$ cat src/rtl/branch_sequencer_pkg.sv
// Shared definitions for the fetch-stage PC sequencer and its helpers.
// Contents:
//   PC_W_DEFAULT  - default PC / branch target width
//   state_e       - sequencer state encoding (FETCH=0, RESOLVE=1)
//   OFS_SIGN_BIT  - bit of the instruction constant holding the offset sign
//   OFS_MAG_W     - width of the offset magnitude field (const[5:0])
package branch_sequencer_pkg;

  localparam int PC_W_DEFAULT = 10;
  localparam int OFS_SIGN_BIT = 6;
  localparam int OFS_MAG_W    = 6;

  typedef enum logic {
    FETCH   = 1'b0,
    RESOLVE = 1'b1
  } state_e;

endpackage

$ cat src/rtl/branch_target_adder.sv
// Combinational branch target calculator using the sign-magnitude offset rule.
// Ports:
//   br_pc    in  PC_W  PC of the branch instruction
//   br_const in  16    instruction constant; [6]=sign, [5:0]=magnitude,
//                      [15:7] carry no meaning for the offset
//   target   out PC_W  br_pc +/- magnitude, modulo 2^PC_W
// Shared with the hazard unit, so it holds no state.
module branch_target_adder
  import branch_sequencer_pkg::*;
#(
  parameter int PC_W = PC_W_DEFAULT
) (
  input  logic [PC_W-1:0] br_pc,
  input  logic [15:0]     br_const,
  output logic [PC_W-1:0] target
);

  logic [PC_W-1:0] magnitude;
  logic            sign;
  logic            unused_const_bits;

  // Magnitude is zero-extended to PC width; wrap-around on add or subtract
  // is intended and falls out of the fixed-width arithmetic.
  assign magnitude         = PC_W'(br_const[OFS_MAG_W-1:0]);
  assign sign              = br_const[OFS_SIGN_BIT];
  assign unused_const_bits = ^br_const[15:OFS_SIGN_BIT+1];

  always_comb begin
    if (sign) begin
      target = br_pc - magnitude;
    end else begin
      target = br_pc + magnitude;
    end
  end

endmodule

$ cat src/rtl/branch_sequencer.sv
// Program-counter sequencer for the fetch stage.
// Owns the PC, accepts one branch at a time from decode, keeps fetching the
// not-taken path while the branch is outstanding and redirects/flushes when
// execute reports it taken.
// Ports:
//   clk        in  1      system clock, rising edge
//   reset      in  1      asynchronous active-high reset
//   stall      in  1      pipeline hazard stall, holds the PC
//   br_req     in  1      decode presents a branch (held until br_ack)
//   br_pc      in  PC_W   PC of the branch in decode
//   br_const   in  16     instruction constant (sign-magnitude offset)
//   res_valid  in  1      execute delivers a branch outcome
//   res_taken  in  1      branch outcome, qualified by res_valid
//   pc_out     out PC_W   current fetch PC
//   br_ack     out 1      branch accepted (combinational pulse)
//   busy       out 1      a branch is awaiting resolution
//   flush      out 1      kill wrong-path IF/ID instructions (one cycle)
//   taken_cnt  out CNT_W  saturating count of taken branches
module branch_sequencer
  import branch_sequencer_pkg::*;
#(
  parameter int              PC_W     = PC_W_DEFAULT,
  parameter logic [PC_W-1:0] RESET_PC = '0,
  parameter int              CNT_W    = 16
) (
  input  logic             clk,
  input  logic             reset,
  input  logic             stall,
  input  logic             br_req,
  input  logic [PC_W-1:0]  br_pc,
  input  logic [15:0]      br_const,
  input  logic             res_valid,
  input  logic             res_taken,
  output logic [PC_W-1:0]  pc_out,
  output logic             br_ack,
  output logic             busy,
  output logic             flush,
  output logic [CNT_W-1:0] taken_cnt
);

  state_e           state_q, state_d;
  logic [PC_W-1:0]  pc_q, pc_d;
  logic [PC_W-1:0]  target_q, target_d;
  logic             flush_q, flush_d;
  logic [CNT_W-1:0] cnt_q, cnt_d;
  logic [PC_W-1:0]  new_target;

  branch_target_adder #(
    .PC_W(PC_W)
  ) u_target_adder (
    .br_pc   (br_pc),
    .br_const(br_const),
    .target  (new_target)
  );

  // Next-state logic. Branch acceptance is only possible in FETCH with no
  // stall; in RESOLVE a taken outcome overrides stall and wins over any
  // pending request, which decode keeps holding until we return to FETCH.
  always_comb begin
    state_d  = state_q;
    pc_d     = pc_q;
    target_d = target_q;
    flush_d  = 1'b0;
    cnt_d    = cnt_q;
    br_ack   = 1'b0;

    unique case (state_q)
      FETCH: begin
        if (!stall) begin
          pc_d = pc_q + PC_W'(1);
          if (br_req) begin
            // Reset gating keeps ack low while the async reset is held.
            br_ack   = !reset;
            target_d = new_target;
            state_d  = RESOLVE;
          end
        end
      end

      RESOLVE: begin
        if (res_valid && res_taken) begin
          pc_d    = target_q;
          flush_d = 1'b1;
          if (cnt_q != '1) begin
            cnt_d = cnt_q + CNT_W'(1);
          end
          state_d = FETCH;
        end else begin
          // Predict-not-taken: keep fetching sequentially.
          if (!stall) begin
            pc_d = pc_q + PC_W'(1);
          end
          if (res_valid) begin
            state_d = FETCH;
          end
        end
      end

      default: begin
        state_d = FETCH;
      end
    endcase
  end

  // State registers; reset abandons any outstanding branch without a flush.
  always_ff @(posedge clk or posedge reset) begin
    if (reset) begin
      state_q  <= FETCH;
      pc_q     <= RESET_PC;
      target_q <= '0;
      flush_q  <= 1'b0;
      cnt_q    <= '0;
    end else begin
      state_q  <= state_d;
      pc_q     <= pc_d;
      target_q <= target_d;
      flush_q  <= flush_d;
      cnt_q    <= cnt_d;
    end
  end

  assign pc_out    = pc_q;
  assign busy      = (state_q == RESOLVE);
  assign flush     = flush_q;
  assign taken_cnt = cnt_q;

endmodule
$ cat config.mk
export PLATFORM = sky130hd
export DESIGN_NAME = branch_sequencer
export DESIGN_NICKNAME = d
export VERILOG_FILES = /design/src/rtl/branch_sequencer_pkg.sv /design/src/rtl/branch_target_adder.sv /design/src/rtl/branch_sequencer.sv
export SDC_FILE = /design/constraint.sdc
export NUM_CORES = 1
export LEC_CHECK = 0
export ABC_AREA = 1
export CORE_UTILIZATION = 50
export CTS_CLUSTER_SIZE = 28
export DETAILED_ROUTE_END_ITERATION = 10
export HOLD_SLACK_MARGIN = 0.02
export PLACE_DENSITY_LB_ADDON = 0.05
export SYNTH_ARGS = -nofsm -noshare
export SYNTH_HDL_FRONTEND = slang
export SYNTH_SLANG_ARGS = --single-unit
$ cat constraint.sdc
create_clock -name clk -period 2.5 [get_ports clk]
set_input_delay 0.75 -clock clk [delete_from_list [all_inputs] [get_ports clk]]
set_output_delay 0.75 -clock clk [all_outputs]
set_load 0.1 [all_outputs]
==> results.yml, run 1 <==
cts:
  hold_buffers: 0
  root_buffer: "clkbuf_8"
  clkSinkCount: 38
  clkLatencyLatePin_ns: 0.28
  cts_buffer_depth: 2
  clkTransAtPathRegs_ns: 0.07
  cts_tree: "built"
  htreeDepth: 2
  cts_buffers: 5
logic_synthesis:
  synth_cell_types: 29
  synthFlopType: "dfrtp_1"
  syn_avg_cell_area_um2: 7.10
  synth_cells: 357
  seq_area_frac_synth: 0.375
  synth_area_um2: 2530
  ys_warn_count: 0
  synth_nets: 402
  ys_ff_latch: 38
  synth_edf_count: 0
  async_flop_share: 1.00
worst_setup_path:
  arrival_ns: 1.64
  required_ns: 1.75
  slowest_delay_ns: 0.47
  crit_type: "input port to primary output"
  critPathMaxFanout: 2
  cp_slowest_cell: "clkdlybuf4s50_1"
  crit_chain: "clkdlybuf4s50_1 -> nand3_2 -> nor2_4 -> buf_12"
  crit_path_end_kind: "primary output"
  start_kind: "input port"
sta:
  post-route-min-period_ns: 2.39
  period_share: 0.957
  slew_viol_final: 0
  fin_worst_skew_ns: 0.00754
  fin_ws_ns: 0.107
  fmax_mhz: 418
  rsz0062_at_grt: "no"
  slew-limit-headroom: 0.682
  tightestPinTransition_ns: 0.478
  setup_violations: 0
  finalHoldViolCount: 0
cells_and_area:
  layout.nets: 489
  final_cell_count_no_fill: 511
  areaGrowthSynthToFinish_pct: 43.0
  final_common_cell: "nand2_1"
  drive_gt1_frac: 0.270
  n_antenna_cell: 0
  nFillCells: 354
  seqCellArea_um2: 952
  mostFrequentLayoutCells: "nand2_1 (112), buf_4 (60), dfrtp_1 (37)"
  multi_input_area_um2: 1600
routing:
  post-route-drc-count: 0
  wirelength_mm: 6.08
  vias_per_cell: 5.08
  wl_per_cell_um: 11.9
  first_pass_iters: 5
  drt_iter0_markers: 118
  ant_nets: 0
  vias: 2596
floorplan:
  core_area_um2: 4790
  initial_utilization: 0.530
  die_x_um: 73.2
  pin_count: 61
  rows: 25
  die_area_um2: 5360
  die_y_um: 73.2
global_routing:
  grt_max_degree: 39
  grt.total_usage: 0.222
  antenna_found_initial: 0
  grt_pass1_vias: 2221
  grt_pass1_wl_mm: 9.31
  grt-ovfl-total: 0
pwr:
  intPower_mw: 1.49
  power_frac_seq: 0.295
  vdd_ir_drop_max_mv: 0.845
  p_leak_nw: 1.85
  power_frac_comb: 0.577
  p_total_mw: 3.21
  switchingPower_mw: 1.72
  p_per_area_nw_per_um2: 885
  power_frac_clock: 0.129
  p_sw_frac: 0.536
run_status:
  outcome: "finished clean"
placed_design:
  place_inst: 501
  place_ws_ns: -0.495
  gp_congestion: 0.829
  numPortBuffers: 51
  hpwl_mm: 4.25
job:
  maxCapViolCount: 0
worst_hold_path:
  hp-class: "flip-flop to flip-flop"
## area by class of cell
class,count,share of cell area
inverters,43,0.0445
flip-flops and latches,38,0.263
clock buffers,7,0.0238
repair buffers,86,0.205
multi-input cells,270,0.441
well taps,67,0.0231
## cell families after synthesis
logic type               synth area share
buffers and inverters              0.0800
XOR/XNOR                           0.0553
adder cells (fa/ha/maj)            0.0671
flip-flops                          0.375
AND/OR/NAND/NOR                     0.341
AO/OA/AOI/OAI                      0.0814
## cell usage after synthesis (4+ instances only)
| library cell | number | share of area |
|---|---|---|
| nand2_1 | 126 | 0.19 |
| inv_1 | 41 | 0.061 |
| dfrtp_1 | 38 | 0.38 |
| nor2_1 | 30 | 0.044 |
| nand3_1 | 28 | 0.055 |
| o21ai_0 | 17 | 0.034 |
| ha_1 | 12 | 0.059 |
| xor2_1 | 11 | 0.038 |
| a21oi_1 | 6 | 0.012 |
| nand3b_1 | 6 | 0.018 |
| xnor2_1 | 5 | 0.017 |
| nand4_1 | 4 | 0.0099 |
| o21ai_1 | 4 | 0.0079 |
| o31ai_1 | 4 | 0.012 |
## routing by layer
metal	GRT usage	share of wire	vias to the layer above
met2	0.373	0.48	80
met5	0	0	-
met1	0.286	0.46	1203
met4	0.0719	0.0071	0
li1	-	-	1309
met3	0.0442	0.055	4
## critical path: cells and delay by family
family / cells / cell delay [ns]
AND/OR/NAND/NOR: 2 / 0.24
buffers and inverters: 2 / 0.65
## stage by stage
| stage | hold WS [ns] | setup TNS (ns) | area (µm²) | util |
|---|---|---|---|---|
| 6_report | 0.476 | 0 | 3630 | 0.758 |
| 5_1_grt | 0.496 | 0 | 3630 | 0.758 |
| 4_1_cts | 0.477 | -0.0237 | 3440 | 0.718 |
| 3_5_place_dp | 0.467 | -2.87 | 3280 | 0.685 |
| 3_3_place_gp | 0.458 | -2.69 | 3280 | 0.685 |
| 2_1_floorplan | 0.449 | 0 | 2540 | - |
## power by group through the flow
stage | clock network, mW | logic [mW] | registers [mW]
2_1_floorplan | 0 | 0.447 | 1.84
3_3_place_gp | 0 | 1.75 | 0.945
3_5_place_dp | 0 | 1.77 | 0.954
4_1_cts | 0.421 | 1.80 | 0.944
5_1_grt | 0.445 | 1.96 | 0.971
6_report | 0.413 | 1.85 | 0.946
## flip-flops by register name (all words and copies together), names as in the netlist
register and flops:
flush 1, busy 1, taken_cnt 16, pc_out 10, target_q 10
## final timing paths
kind,start,end,slack (ns),cells past startpoint
min reg2reg,target_q[7]$_DFFE_PP0P_,pc_out[7]$_DFF_PP0_,0.48,2
min,target_q[7]$_DFFE_PP0P_,pc_out[7]$_DFF_PP0_,0.48,2
max in group asynchronous,reset,busy$_DFF_PP0_,1.18,3
max,br_req,br_ack,0.11,4
max reg2reg,taken_cnt[0]$_DFFE_PP0P_,taken_cnt[7]$_DFFE_PP0P_,0.58,10
min in group asynchronous,reset,pc_out[6]$_DFF_PP0_,0.97,3
## timing repair
action / 4_1_cts / 5_1_grt
hold endpoints to repair: 0 / 0
resized for setup: 17 / 46
pin swaps: 12 / 21
setup buffers: 1 / 2
endpoints found under the setup margin: 8 / 7
(Power assumes the default switching activity.)
==> run 2: changes to the inputs <==
--- a/config.mk
+++ b/config.mk
@@ -7,7 +7,7 @@
 export LEC_CHECK = 0
 export ABC_AREA = 1
 export CORE_UTILIZATION = 50
-export CTS_CLUSTER_SIZE = 28
+export CTS_CLUSTER_SIZE = 8
 export DETAILED_ROUTE_END_ITERATION = 10
 export HOLD_SLACK_MARGIN = 0.02
 export PLACE_DENSITY_LB_ADDON = 0.05
==> results of run 2 <==
The final DEF is identical to that of run 1; final timing and power are the same.
